File: src/rtl/scan_seq_ctrl_if.sv
// Control/status bundle between a scan sequencer and its requester.
// start is a request: it is taken only in IDLE; busy=0 shows when it will be taken.
interface scan_seq_ctrl_if #(
   parameter int NUM_CNT_BITS = 4
);
   logic                    start;
   logic [NUM_CNT_BITS-1:0] shift_len;
   logic                    pause;
   logic                    abort;
   logic                    capture;
   logic                    shift_en;
   logic                    last_bit;
   logic                    update;
   logic [NUM_CNT_BITS-1:0] bit_idx;
   logic                    busy;
   logic                    done;
   logic                    aborted;
   logic                    err;
   logic [2:0]              dbg_state;

   modport master (
      output start, shift_len, pause, abort,
      input  capture, shift_en, last_bit, update, bit_idx, busy, done, aborted, err, dbg_state
   );

   modport slave (
      input  start, shift_len, pause, abort,
      output capture, shift_en, last_bit, update, bit_idx, busy, done, aborted, err, dbg_state
   );
endinterface

File: src/rtl/scan_seq_ctrl.sv
// Capture/shift/update sequencer: one capture strobe, len_q shift cycles
// (stallable by pause), one update strobe, then a done pulse.
module scan_seq_ctrl #(
   parameter int NUM_CNT_BITS = 4
) (
   input  logic clk,
   input  logic n_rst,
   scan_seq_ctrl_if.slave bus
);
   localparam logic [2:0] ST_IDLE    = 3'd0;
   localparam logic [2:0] ST_CAPTURE = 3'd1;
   localparam logic [2:0] ST_SHIFT   = 3'd2;
   localparam logic [2:0] ST_UPDATE  = 3'd3;
   localparam logic [2:0] ST_DONE    = 3'd4;

   localparam logic [NUM_CNT_BITS-1:0] ONE = NUM_CNT_BITS'(1);

   logic [2:0]              state_q;
   logic [NUM_CNT_BITS-1:0] len_q;
   logic [NUM_CNT_BITS-1:0] idx_q;
   logic [NUM_CNT_BITS-1:0] last_idx;
   logic                    err_q;
   logic                    aborted_q;

   // len_q is never zero while shifting, so this cannot underflow there.
   assign last_idx = len_q - ONE;

   always_ff @(posedge clk) begin
      if (!n_rst) begin
         state_q   <= ST_IDLE;
         len_q     <= '0;
         idx_q     <= '0;
         err_q     <= 1'b0;
         aborted_q <= 1'b0;
      end else begin
         err_q     <= 1'b0;
         aborted_q <= 1'b0;
         case (state_q)
            ST_IDLE: begin
               if (bus.start) begin
                  if (bus.shift_len != '0) begin
                     len_q   <= bus.shift_len;
                     idx_q   <= '0;
                     state_q <= ST_CAPTURE;
                  end else begin
                     err_q <= 1'b1;
                  end
               end
            end
            ST_CAPTURE: begin
               if (bus.abort) begin
                  state_q   <= ST_IDLE;
                  aborted_q <= 1'b1;
               end else begin
                  state_q <= ST_SHIFT;
               end
            end
            ST_SHIFT: begin
               // abort outranks both pause and the final-bit exit.
               if (bus.abort) begin
                  state_q   <= ST_IDLE;
                  aborted_q <= 1'b1;
               end else if (!bus.pause) begin
                  if (idx_q == last_idx) state_q <= ST_UPDATE;
                  else                   idx_q   <= idx_q + ONE;
               end
            end
            ST_UPDATE: state_q <= ST_DONE;
            ST_DONE:   state_q <= ST_IDLE;
            default:   state_q <= ST_IDLE;
         endcase
      end
   end

   assign bus.capture   = (state_q == ST_CAPTURE);
   assign bus.shift_en  = (state_q == ST_SHIFT) && !bus.pause;
   assign bus.last_bit  = bus.shift_en && (idx_q == last_idx);
   assign bus.update    = (state_q == ST_UPDATE);
   assign bus.done      = (state_q == ST_DONE);
   assign bus.busy      = (state_q != ST_IDLE);
   assign bus.bit_idx   = idx_q;
   assign bus.err       = err_q;
   assign bus.aborted   = aborted_q;
   assign bus.dbg_state = state_q;
endmodule

File: src/flat_wrapper.sv
// flat-port wrapper written by rule: the top's interface ports become plain ports
module scan_seq_ctrl_flat 
#(
   parameter int NUM_CNT_BITS = 4
)
  (clk, n_rst, bus_start, bus_shift_len, bus_pause, bus_abort, bus_capture, bus_shift_en, bus_last_bit, bus_update, bus_bit_idx, bus_busy, bus_done, bus_aborted, bus_err, bus_dbg_state);
  scan_seq_ctrl_if #(.NUM_CNT_BITS(NUM_CNT_BITS)) bus_i ();
  input  logic clk;
  input  logic n_rst;
  input wire logic [$bits(bus_i.start)-1:0] bus_start;
  input wire logic [$bits(bus_i.shift_len)-1:0] bus_shift_len;
  input wire logic [$bits(bus_i.pause)-1:0] bus_pause;
  input wire logic [$bits(bus_i.abort)-1:0] bus_abort;
  output wire logic [$bits(bus_i.capture)-1:0] bus_capture;
  output wire logic [$bits(bus_i.shift_en)-1:0] bus_shift_en;
  output wire logic [$bits(bus_i.last_bit)-1:0] bus_last_bit;
  output wire logic [$bits(bus_i.update)-1:0] bus_update;
  output wire logic [$bits(bus_i.bit_idx)-1:0] bus_bit_idx;
  output wire logic [$bits(bus_i.busy)-1:0] bus_busy;
  output wire logic [$bits(bus_i.done)-1:0] bus_done;
  output wire logic [$bits(bus_i.aborted)-1:0] bus_aborted;
  output wire logic [$bits(bus_i.err)-1:0] bus_err;
  output wire logic [$bits(bus_i.dbg_state)-1:0] bus_dbg_state;
  assign bus_i.start = bus_start;
  assign bus_i.shift_len = bus_shift_len;
  assign bus_i.pause = bus_pause;
  assign bus_i.abort = bus_abort;
  assign bus_capture = bus_i.capture;
  assign bus_shift_en = bus_i.shift_en;
  assign bus_last_bit = bus_i.last_bit;
  assign bus_update = bus_i.update;
  assign bus_bit_idx = bus_i.bit_idx;
  assign bus_busy = bus_i.busy;
  assign bus_done = bus_i.done;
  assign bus_aborted = bus_i.aborted;
  assign bus_err = bus_i.err;
  assign bus_dbg_state = bus_i.dbg_state;
  scan_seq_ctrl #(.NUM_CNT_BITS(NUM_CNT_BITS)) u_core (.clk(clk), .n_rst(n_rst), .bus(bus_i));
endmodule
File: config.mk
export PLATFORM = sky130hd
export DESIGN_NAME = scan_seq_ctrl_flat
export DESIGN_NICKNAME = d
export VERILOG_FILES = /design/src/rtl/scan_seq_ctrl_if.sv /design/src/rtl/scan_seq_ctrl.sv /design/src/flat_wrapper.sv
export SDC_FILE = /design/constraint.sdc
export NUM_CORES = 1
export LEC_CHECK = 0
export BUFFER_PORTS_ARGS = -buffer_cell sky130_fd_sc_hd__buf_4
export CORE_MARGIN = 2
export CORE_UTILIZATION = 46
export DETAILED_ROUTE_END_ITERATION = 7
export HOLD_SLACK_MARGIN = 0.12
export PLACE_DENSITY = 0.75
export REMOVE_ABC_BUFFERS = 1
export SYNTH_ARGS = -nofsm -noshare
export SYNTH_HDL_FRONTEND = slang
export SYNTH_SLANG_ARGS = --single-unit
File: constraint.sdc
create_clock -name clk -period 1.94 [get_ports clk]
set_input_delay 0.291 -clock clk [delete_from_list [all_inputs] [get_ports clk]]
set_output_delay 0.291 -clock clk [all_outputs]
set_load 0.005 [all_outputs]
Word level (Yosys, flattened, before mapping)

Cells that the tools add are included.
Widths: inputs -> output; s select.

Register bits: 13
Input bits: 9
Logic and storage cells: 47

Add/sub/neg operators: 2
Eq/ne operators: 12
Muxes and demuxes: 15
Reduce and logical (&&, ||, !) cells: 13

Operators with widths:

| kind                | count |
|---|---|
| $mux 4              | 5 |
| $mux 3              | 5 |
| $pmux 3 s4          | 1 |
| $ne 2x2->1 const B  | 4 |
| $pmux 4 s2          | 1 |
| $eq 3x2->1 const B  | 2 |
| $reduce_and 3->1    | 2 |
| $reduce_and 6->1    | 1 |
| $add 4x1->4 const B | 1 |
| $eq 4x4->1          | 1 |
| $reduce_and 4->1    | 1 |
| $reduce_bool 4->1   | 1 |
| $sub 4x1->4 const B | 1 |
| $eq 3x1->1 const B  | 1 |
| $eq 3x3->1 const B  | 1 |
| $logic_not 3->1     | 1 |
| $ne 3x2->1 const B  | 1 |
| $ne 3x3->1 const B  | 1 |
| $reduce_bool 3->1   | 1 |
| $logic_and 1x1->1   | 2 |
| $mux 1              | 2 |
| $mux 2              | 1 |
| $ne 2x1->1 const B  | 1 |
| $reduce_and 2->1    | 1 |
| other kinds (3)     | 3 |

Depth between registers and ports, before layout

Gate-level depths: netlist (run 1).

Depth in word-level cells: 6
Gate-level depth with buffers: 7
Depth with buffers taken out: 7

Worst setup path after synthesis (run 1)

OpenSTA, ideal clock, no wires.

Kind: register to register
Start: reg u_core.state_q[0], in the netlist u_core.bus.dbg_state[0]
End: reg u_core.idx_q[3], in the netlist u_core.bus.bit_idx[3]
Setup time: 0.070 ns
Arrival: 1.600 ns
Slack: 0.270 ns
Stages on the path, launching flop included: 7
Path buffers: 1
Clock period less this slack: 1.670 ns
Path through: dfxtp_1 > buf_6 > or4b_4 > nor2_2 > nand4_1 > or3_1 > a21oi_1

Longest elaborated chain between the ends: 3

RTL lines:

| element                                                   | RTL line            | RTL |
|---|---|---|
| start, declared                                           | scan_seq_ctrl.sv:18 | `logic [2:0] state_q;` |
| start signal, assigned                                    | scan_seq_ctrl.sv:30 | `state_q <= ST_IDLE;` |
| start signal, assigned                                    | scan_seq_ctrl.sv:44 | `state_q <= ST_CAPTURE;` |
| start signal, assigned                                    | scan_seq_ctrl.sv:52 | `state_q <= ST_IDLE;` |
| $eq 3x2->1 or $logic_not 3->1 (tied branches)             | scan_seq_ctrl.sv:38 | `case (state_q)` |
| $ne 2x2->1 (no source line), or another cell as far along | n/a                 |  |
| $reduce_and 6->1 (no source line)                         | n/a                 |  |
| end signal, assigned                                      | scan_seq_ctrl.sv:65 | `else idx_q <= idx_q + ONE;` |
| end, declared                                             | scan_seq_ctrl.sv:20 | `logic [NUM_CNT_BITS-1:0] idx_q;` |

Several ways; a longest one is shown, not always the timed one.
A chain may end at the register's enable or synchronous reset.

Worst setup path in the final report (run 1)

Start: reg u_core.state_q[2], in the netlist u_core.bus.dbg_state[2]
End: out bus_last_bit

Longest elaborated chain between the ends: 3

RTL lines:

| element           | RTL line            | RTL |
|---|---|---|
| $eq 3x2->1        | scan_seq_ctrl.sv:76 | `assign bus.shift_en = (state_q == ST_SHIFT) && !bus.pause;` |
| $logic_and 1x1->1 | scan_seq_ctrl.sv:76 |  |
| $logic_and 1x1->1 | scan_seq_ctrl.sv:77 | `assign bus.last_bit = bus.shift_en && (idx_q == last_idx);` |
| end, declared     | flat_wrapper.sv:16  | `output wire logic [$bits(bus_i.last_bit)-1:0] bus_last_bit;` |

No other way between the ends.

==> key figures, run 1 <==
Run status
  • Outcome: finished clean

Route
  • Vias per inst: ~5.2
  • Drc violations: 0
  • Met3 wire length: 86 um
  • Max Used Layer: met4
  • Routed wl met2: ~560 um
  • DR pass1 iterations: 4
  • Routed Antenna Nets: 0
  • Met1 WL: roughly 600 um
  • Vias: 590
  • DR WL/cell: between 10 and 15 um
  • Initial drt markers: 2
  • WL final: 1288 um

Worst hold path
  • Min-Delay Endpoint: u_core.bus.dbg_state[1]
  • Hold depth: 2
  • Worst Hold Class: primary input to register
  • HP Start: bus_abort

Worst setup path
  • Data required, critical path: between 1.5 and 2 ns
  • Critical Path Sink Type: primary output
  • Worst Reg-to-Reg Cells: 5
  • R2r startpoint: u_core.bus.dbg_state[2]
  • CP max-delay cell: or4b_4
  • Arr. time, crit path: around 1.6 ns
  • Cell chain of the critical path: or4b_4 > nor3_1 > buf_4
  • Critical path peak fanout: 10
  • Startpoint class of the critical path: register
  • FF-to-FF End: u_core.bus.bit_idx[3]
  • Max incr delay on CP: between 0.5 and 0.6 ns
  • Crit Path Category: register to primary output
  • Flop2flop setup slack: between 0.2 and 0.25 ns
  • Worst path buffer plus inverter count: 1
  • Family with the most delay on the worst path: simple AND/OR/NAND/NOR gates

Yosys
  • Gate count of the mapped netlist: 70
  • Seq cells post-synth: 13
  • Top FF cell, synth: dfxtp_1
  • Synth cell types: 30
  • Sequential area share after synthesis: around two fifths
  • Syn avg cell area: roughly 9.4 sq um
  • Total of warnings raised by yosys: 0
  • Async set or reset register ratio after synthesis: 0%
  • Post-synth EDFFs: 0
  • Netlist Area Pre-Place: between 600 and 700 sq um

Timing
  • RSZ-0062 raised after global routing: false
  • Final WS setup: between 0.09 and 0.1 ns
  • Tightest Pin Transition: approximately 0.42 ns
  • Tcrit/Tclk final: about 95%
  • Setup TNS: 0 ns
  • Post-layout min period: 1.840 ns
  • Skew final: ~0.0032 ns
  • Final hold vios: 0
  • Pins Over Slew Limit: 0
  • Fmax: between 500 and 600 MHz
  • Slew headroom: between 70% and 80%
  • Final setup fails: 0
  • Hold WS: 0.1996 ns

Placed design
  • Port bufs: 23
  • Final HPWL DP: between 900 and 1000 um
  • Dpl ws: just over 0.2 ns
  • RePlAce Congestion: around 0.75
  • Placed cell area: 853.3 sq um

Cells and area
  • Ant. Diodes: 0
  • Share of cells above drive strength 1: 35.71%
  • Nets: 110
  • Final Cell Area: 889.6 sq um
  • Area delta synth->final: 35.17%
  • Final cell utilization of the core: 67.52%

Clock tree
  • Clock Root Buffer: clkbuf_4
  • H-tree Lvls: 1
  • CTS clock-pin slew for the worst setup and hold paths: approximately 0.080 ns
  • CTS Buffer Depth: 2
  • Clock sinks: 13
  • Post-CTS Setup Repair Bufs: 0
  • CTS Buf Count: 3
  • Clock latency on the worst-skew pair: 0.28 ns
  • Hold_buf cts: 0
  • Post-CTS resize count: 0
  • TritonCTS clock tree: yes

Power and ir drop
  • Peak supply drop: 348.0 uV
  • PD cells: approximately 600 nW/um^2
  • Lkg Pwr: 0.4120 nW

GRT
  • Largest net degree at the start of global routing: 11
  • GRT Total Usage: between 15 and 20%
  • Vias in the first global route: about 520
  • Grt ovf: 0
  • First-pass GRT wire length: roughly 2200 um
  • Initial antenna violation count: 0

Floorplan
  • I/O pin count: 24
  • DIE WIDTH: 41.83 um
  • DIE AREA: about 1700 sq um
  • CORE AREA: roughly 1300 sq um
  • FP Rows: 13
  • Die H: 41.83 um
  • Initial core utilization: between 40% and 50%

Flow run
  • MaxCap Viol Count: 0
-- sequential cells by signal, summed over array words and instances (netlist names) --
signal / cells
u_core.bus.err: 1
u_core.bus.bit_idx: 4
u_core.len_q: 4
u_core.bus.dbg_state: 3
u_core.bus.aborted: 1
-- cell usage in the layout, fill, tap and decap left out, drive strengths merged, types with 2 or more instances in the layout --
master | Yosys | final
nand2b | 2 | 2
a21oi | 2 | 2
xnor2 | 3 | 3
nor3 | 3 | 3
xor2 | 4 | 4
clkbuf | 0 | 4
nor3b | 3 | 3
inv | 3 | 3
o21ai | 2 | 2
nor2b | 2 | 2
dfxtp | 13 | 13
a21boi | 2 | 2
nor2 | 6 | 6
ha | 2 | 2
buf | 1 | 25
a22oi | 2 | 2
or3 | 2 | 2
nor4b | 2 | 2
nand2 | 5 | 5
-- logic make-up (layout without fill, tap and decap cells) --
| kind of cell | Yosys count | in the layout | share of synthesized area (%) |
|---|---|---|---|
| compound gates | 9 | 9 | 8.744 |
| xor+xnor | 8 | 8 | 12.74 |
| fa+ha+maj | 2 | 2 | 3.802 |
| buf+inv | 4 | 32 | 3.422 |
| flops | 13 | 13 | 39.54 |
| mux | 1 | 1 | 1.521 |
| simple gates | 33 | 33 | 30.23 |
-- worst max path at each step --
| stage | startpoint | to | slack [ns] | depth (start not counted) |
|---|---|---|---|---|
| after floorplan | u_core.bus.dbg_state[2] | u_core.bus.bit_idx[3] | 0.30 | 5 |
| after global placement | u_core.bus.dbg_state[2] | u_core.bus.bit_idx[3] | 0.21 | 5 |
| after detailed placement | u_core.bus.dbg_state[1] | u_core.bus.bit_idx[3] | 0.21 | 5 |
| after CTS | u_core.len_q[0] | bus_last_bit | 0.03 | 6 |
| after global routing | u_core.len_q[0] | bus_last_bit | 0.001 | 6 |
| final | u_core.bus.dbg_state[2] | bus_last_bit | 0.1 | 3 |
-- layout make-up --
cell class              count  area (sq um)
clock buffers               4         26.28
repair buffers             25         187.7
inverters                   3         11.26
multi-input cells          53         380.4
fillers                   106         427.9
flip-flops and latches     13         265.3
well taps                  15         18.77
-- where the power goes --
part           total (mW)  leakage, nW  switching [mW]  internal (mW)
registers           0.284        0.107         0.00783          0.276
logic              0.0907        0.289          0.0407         0.0500
clock network       0.168       0.0150          0.0886         0.0797
-- per-stage QoR --
step | total power [mW] | instances
after floorplan | 0.3380 | 69
after global placement | 0.3786 | 109
after detailed placement | 0.3793 | 109
after CTS | 0.5464 | 113
after global routing | 0.5707 | 113
final | 0.5432 | 113
-- layer usage --
metal  vias up  GRT usage [%]
met4         0          11.61
met2        19          24.06
met5         -              0
met3         5          2.609
li1        303              -
met1       263          21.45
-- Yosys cell counts (all sizes together), types with 2 or more instances --
cell type	instances	area (sq um)
dfxtp	13	260.3
nor2	6	25.03
nand2	5	18.77
xor2	4	35.03
inv	3	11.26
nor3	3	15.01
nor3b	3	22.52
xnor2	3	26.28
a21boi	2	15.01
a21oi	2	10.01
a22oi	2	15.01
ha	2	25.02
nand2b	2	12.51
nor2b	2	12.51
nor4b	2	17.52
o21ai	2	10.01
or3	2	12.51
Power figures use the tool's default switching activity.
==> run 2: changes to the inputs <==
==> constraint.sdc (replaced) <==
create_clock -name clk -period 1.94 [get_ports clk]
set_input_delay 0.485 -clock clk [delete_from_list [all_inputs] [get_ports clk]]
set_output_delay 0.485 -clock clk [all_outputs]
set_load 0.005 [all_outputs]
==> run 2 against run 1 <==
Effect of this change:
- critical path depth rose by 1
- sequential share of layout area fell by 2.0 points
- clock skew is essentially flat
- via count increased by 3.9%
- power up 3.1%
- register-to-register slack got worse by 0.08 ns
- final area is 6.6% higher
- wire length increased by 21%
- fmax fell by 4.9%
- clock-buffer cell count unchanged
- critical endpoint unchanged
- highest routed layer unchanged
==> key figures, run 2 (synthesis results as in run 1) <==
Power and ir drop
  • Lkg Pwr: roughly 0.43 nW
  • Peak supply drop: 433.3 uV
  • Int Pwr: about 0.41 mW
  • Switching part of the total: between 20% and 30%
  • Total power: 0.5603 mW
  • Clk pwr share: between 30% and 40%
  • Power share of the combinational group: roughly a fifth
  • Psw: around 0.15 mW
  • Seq pwr share: around 50%
  • PD cells: between 500 and 600 nW/um^2

GRT
  • GRT Total Usage: a little under a fifth
  • Vias in the first global route: approximately 590
  • Initial antenna violation count: 0
  • First-pass GRT wire length: 2477 um
  • Grt ovf: 0
  • Largest net degree at the start of global routing: 11

Worst setup path
  • Cell chain of the critical path: buf_4 > or4b_4 > nor3_2 > buf_4
  • Data required, critical path: around 1.5 ns
  • CP max-delay cell: or4b_4
  • Arr. time, crit path: ~1.5 ns
  • Flop2flop setup slack: 0.15 ns
  • Worst Reg-to-Reg Cells: 8
  • Crit Path Category: primary input to primary output
  • Family with the most delay on the worst path: simple AND/OR/NAND/NOR gates
  • R2r startpoint: u_core.len_q[1]
  • Critical path peak fanout: 3
  • Critical Path Sink Type: primary output
  • Max incr delay on CP: ~0.55 ns
  • Startpoint class of the critical path: primary input
  • Most frequent cell on the critical path: buf_4
  • FF-to-FF End: u_core.bus.bit_idx[1]
  • Worst path buffer plus inverter count: 2

Clock tree
  • CTS clock-pin slew for the worst setup and hold paths: roughly 0.08 ns
  • Clock Root Buffer: clkbuf_4
  • Hold_buf cts: 0
  • Clock sinks: 13
  • H-tree Lvls: 1
  • TritonCTS clock tree: yes
  • Clock latency on the worst-skew pair: approximately 0.27 ns
  • CTS Buffer Depth: 2
  • CTS Buf Count: 3

Floorplan
  • Initial core utilization: approximately half
  • FP Rows: 13
  • I/O pin count: 24
  • CORE AREA: 1318 sq um
  • DIE WIDTH: ~42 um
  • Die H: 41.83 um
  • DIE AREA: 1749 sq um

Cells and area
  • Area delta synth->final: 44.11%
  • Most common cell after layout, fill and taps aside: buf_4
  • Ant. Diodes: 0
  • Number of filler cells placed in the layout: between 100 and 150
  • Share of cells above drive strength 1: 43.14%
  • Nets: roughly 110
  • Most frequent cells in the layout: buf_4, dfxtp_1, nor2_1, nand2_1

Placed design
  • RePlAce Congestion: about 0.7
  • Port bufs: 23
  • Final HPWL DP: between 1000 and 1500 um

Timing
  • Hold WS: slightly above 0.4 ns
  • Final setup fails: 0
  • Fmax: 517.0 MHz
  • Pins Over Slew Limit: 0
  • RSZ-0062 raised after global routing: true
  • Slew headroom: roughly 70%
  • Tcrit/Tclk final: 99.71%
  • Tightest Pin Transition: between 0.4 and 0.5 ns
  • Post-layout min period: approximately 1.9 ns
  • Skew final: roughly 0.0032 ns
  • Final hold vios: 0

Route
  • Drc violations: 0
  • WL final: about 1600 um
  • Initial drt markers: 5
  • Vias: 613
  • Routed Antenna Nets: 0
  • DR pass1 iterations: 4
  • Vias per inst: between 5 and 6
  • DR WL/cell: roughly 13 um

Run status
  • Outcome: finished clean

Flow run
  • MaxCap Viol Count: 0

Worst hold path
  • Worst Hold Class: primary input to register
  • Hold depth: 2
  • HP Start: bus_abort
  • Min-Delay Endpoint: u_core.bus.dbg_state[1]
## run 2: cell type report
class	count	area [sq um]	share of cell area (%)
clock buffers	4	26.28	2.770
inverters	3	11.26	1.187
multi-input cells	53	410.4	43.27
flip-flops and latches	13	264.0	27.84
well taps	15	18.77	1.979
repair buffers	29	217.7	22.96
## run 2: how the worst max path moves through the flow
stage	startpoint	to	depth (start not counted)
2_1_floorplan	bus_pause	bus_last_bit	2
3_3_place_gp	bus_pause	bus_last_bit	4
3_5_place_dp	bus_pause	bus_last_bit	4
4_1_cts	u_core.len_q[0]	bus_last_bit	5
5_1_grt	u_core.len_q[1]	bus_last_bit	6
6_report	bus_pause	bus_last_bit	4
## run 2: stage by stage
| step | instance area [sq um] | instances | setup TNS [ns] | setup slack (ns) | utilization [%] |
|---|---|---|---|---|---|
| 6_report | 948.4 | 117 | 0 | 0.005611 | 71.98 |
| 5_1_grt | 948.4 | 117 | -0.08352 | -0.08352 | 71.98 |
| 4_1_cts | 935.9 | 117 | -0.01602 | -0.01602 | 71.04 |
| 3_5_place_dp | 868.3 | 111 | 0 | 0.01864 | 65.91 |
| 3_3_place_gp | 868.3 | 111 | 0 | 0.03462 | 65.91 |
| 2_1_floorplan | 646.9 | 69 | 0 | 0.2538 | - |
## run 2: worst reg2reg max path: cells and delay by family (launching register included)
family | cells | cell delay (ns)
AO/OA/AOI/OAI | 1 | 0.32
XOR/XNOR | 1 | 0.14
adder cells (fa/ha/maj) | 1 | 0.26
buffers and inverters | 2 | 0.21
flip-flops | 1 | 0.36
multiplexers | 1 | 0.23
AND/OR/NAND/NOR | 2 | 0.16
## run 2: repair_timing
| item | CTS | global route |
|---|---|---|
| pin swaps | 3 | 1 |
| buffers inserted | 2 | 0 |
| endpoints found under the setup margin | 1 | 1 |
| resized for setup | 8 | 2 |
## run 2: routing by layer
metal	track usage [%]	part of all wire (%)	wire, um	up-vias
met5	0	0	0	-
met4	9.677	0.70	11	0
met3	3.043	4.5	70	2
met2	32.50	51	805	16
met1	21.33	43	676	281
li1	-	-	-	314
## run 2: power groups by stage
stage               combinational [mW]  sequential (mW)  clock (mW)
finish                           0.108            0.283       0.169
global route                     0.119            0.284       0.188
detailed placement              0.0943            0.288           0
global placement                0.0912            0.288           0
CTS                              0.105            0.282       0.173
floorplan                       0.0479            0.290           0
==> run 3: changes to the inputs <==
--- a/config.mk
+++ b/config.mk
@@ -6,6 +6,7 @@
 export NUM_CORES = 1
 export LEC_CHECK = 0
 export BUFFER_PORTS_ARGS = -buffer_cell sky130_fd_sc_hd__buf_4
+export CAP_MARGIN = 5
 export CORE_MARGIN = 2
 export CORE_UTILIZATION = 46
 export DETAILED_ROUTE_END_ITERATION = 7
==> constraint.sdc (replaced) <==
create_clock -name clk -period 1.94 [get_ports clk]
set_input_delay 0.194 -clock clk [delete_from_list [all_inputs] [get_ports clk]]
set_output_delay 0.194 -clock clk [all_outputs]
set_load 0.005 [all_outputs]
==> run 3 against run 2 <==
Effect of this change:
- global-route usage decreased by 2.9 points
- clock-buffer cell count is the same
- setup slack better by 0.15 ns
- sequential share of layout area is 1.3 points higher
- sequential power about the same
- critical path type is now register to primary output
- final area down 5.7%
- flip-flop and latch count did not move
- fmax up 8.3%
- critical path depth is 2 higher
- critical endpoint unchanged
==> key figures, run 3 (synthesis results as in run 1) <==
Route
  • Initial drt markers: 3
  • Drc violations: 0
  • DR pass1 iterations: 3
  • Routed Antenna Nets: 0
  • DR WL/cell: around 11 um
  • Vias per inst: roughly 5.2
  • WL final: approximately 1300 um
  • Vias: a little under 600

Worst setup path
  • Worst path buffer plus inverter count: 2
  • Critical path peak fanout: 4
  • Data required, critical path: ~1.8 ns
  • Max incr delay on CP: slightly below 0.4 ns
  • Flop2flop setup slack: 0.17 ns
  • Cell chain of the critical path: inv_1 > ha_1 > xor2_1 > nand3_1 > nor3_2 > buf_4
  • Startpoint class of the critical path: register
  • Crit Path Category: register to primary output
  • Family with the most delay on the worst path: flip-flops
  • CP max-delay cell: dfxtp_1
  • Critical Path Sink Type: primary output
  • Arr. time, crit path: between 1.5 and 2 ns

GRT
  • Vias in the first global route: approximately 510
  • Grt ovf: 0
  • Initial antenna violation count: 0
  • First-pass GRT wire length: roughly 2100 um
  • GRT Total Usage: roughly 16%
  • Largest net degree at the start of global routing: 11

Power and ir drop
  • Lkg Pwr: between 0.4 and 0.5 nW
  • Total power: between 0.5 and 0.6 mW
  • Peak supply drop: about 350 uV
  • PD cells: approximately 600 nW/um^2

Floorplan
  • Die H: ~42 um
  • DIE AREA: approximately 1700 sq um
  • DIE WIDTH: 41.83 um
  • CORE AREA: between 1000 and 1500 sq um
  • FP Rows: 13
  • I/O pin count: 24
  • Initial core utilization: roughly 50%

Timing
  • Pins Over Slew Limit: 0
  • Slew headroom: just under 70%
  • Skew final: roughly 0.0021 ns
  • Fmax: around 560 MHz
  • Post-layout min period: between 1.5 and 2 ns
  • Setup TNS: 0 ns
  • Tightest Pin Transition: 0.4626 ns
  • Final hold vios: 0
  • Final setup fails: 0
  • Tcrit/Tclk final: between 90 and 100%
  • Final WS setup: roughly 0.15 ns
  • RSZ-0062 raised after global routing: false

Cells and area
  • Final Cell Area: 894.6 sq um
  • Reg area: 260.3 sq um
  • Nets: between 100 and 150
  • Ant. Diodes: 0
  • Area delta synth->final: 35.93%
  • Number of filler cells placed in the layout: 114
  • Share of cells above drive strength 1: a little under a third
  • Most common cell after layout, fill and taps aside: buf_4
  • Multi-input logic area: around 380 sq um
  • Final cell utilization of the core: about two thirds
  • Most frequent cells in the layout: buf_4, dfxtp_1, nor2_1, nand2_1, xor2_1

Placed design
  • Final HPWL DP: 1009 um
  • Port bufs: 23
  • RePlAce Congestion: 0.7072
  • Dpl ws: 0.1979 ns
  • Placed cell area: roughly 850 sq um

Clock tree
  • CTS clock-pin slew for the worst setup and hold paths: around 0.080 ns
  • Clock latency on the worst-skew pair: ~0.27 ns
  • Clock sinks: 13
  • TritonCTS clock tree: yes
  • H-tree Lvls: 1
  • CTS Buffer Depth: 2
  • CTS Buf Count: 3
  • Post-CTS Setup Repair Bufs: 0
  • Clock Root Buffer: clkbuf_4

Worst hold path
  • Worst Hold Class: primary input to register

Flow run
  • MaxCap Viol Count: 0

Run status
  • Outcome: finished clean
==> run 3: changes by cell type in the layout (fill, tap and decap cells not counted), sizes merged <==
cell	delta
dlygate4sd3	+1
buf	-4
==> run 3: worst paths after layout <==
path,from,endpoint,cells after the start
hold reg to reg,u_core.len_q[1],u_core.len_q[1],2
setup reg to reg,u_core.bus.dbg_state[1],u_core.bus.bit_idx[3],5
setup / recovery,u_core.len_q[0],bus_last_bit,6
hold / removal,bus_shift_len[1],u_core.len_q[1],3
==> run 3: repair_timing <==
item / in CTS / in global routing
hold endpoints to repair: 1 / 0
hold buffers: 1 / 0
gates resized for setup: 0 / 1
endpoints found under the setup margin: 0 / 1
==> run 3: layout make-up <==
type | count | share of cell area, %
Multi-Input combinational cell | 53 | 42.52
Inverter | 3 | 1.259
Tap cell | 15 | 2.098
Sequential cell | 13 | 29.09
Timing Repair Buffer | 26 | 22.10
Clock buffer | 4 | 2.937
==> run 3: through the flow <==
step | hold WS, ns | instances
after detailed placement | 0.3993 | 109
final | 0.1826 | 114
after global routing | 0.1775 | 114
after global placement | 0.3970 | 109
after floorplan | 0.2733 | 69
after CTS | 0.1729 | 114
==> run 3: layer usage <==
| metal | track usage [%] | routed length, um | vias up |
|---|---|---|---|
| li1 | - | - | 306 |
| met1 | 21.66 | 606 | 271 |
| met2 | 23.13 | 602 | 16 |
| met3 | 3.043 | 70 | 2 |
| met4 | 7.742 | 5 | 0 |
| met5 | 0 | 0 | - |
==> run 3: worst register-to-register path: stages (launching register included) <==
cell,delay [ns]
dfxtp_1,0.47
or4b_4,0.52
nor2_2,0.14
nand4_1,0.12
or3_1,0.32
a21oi_1,0.13
==> run 3: report_power, final <==
| group | internal, mW | switching [mW] | leakage (nW) | total (mW) |
|---|---|---|---|---|
| clock network | 0.0795 | 0.0832 | 0.0150 | 0.163 |
| logic | 0.0510 | 0.0406 | 0.294 | 0.0917 |
| registers | 0.276 | 0.00765 | 0.106 | 0.283 |
| total | 0.406 | 0.131 | 0.414 | 0.538 |
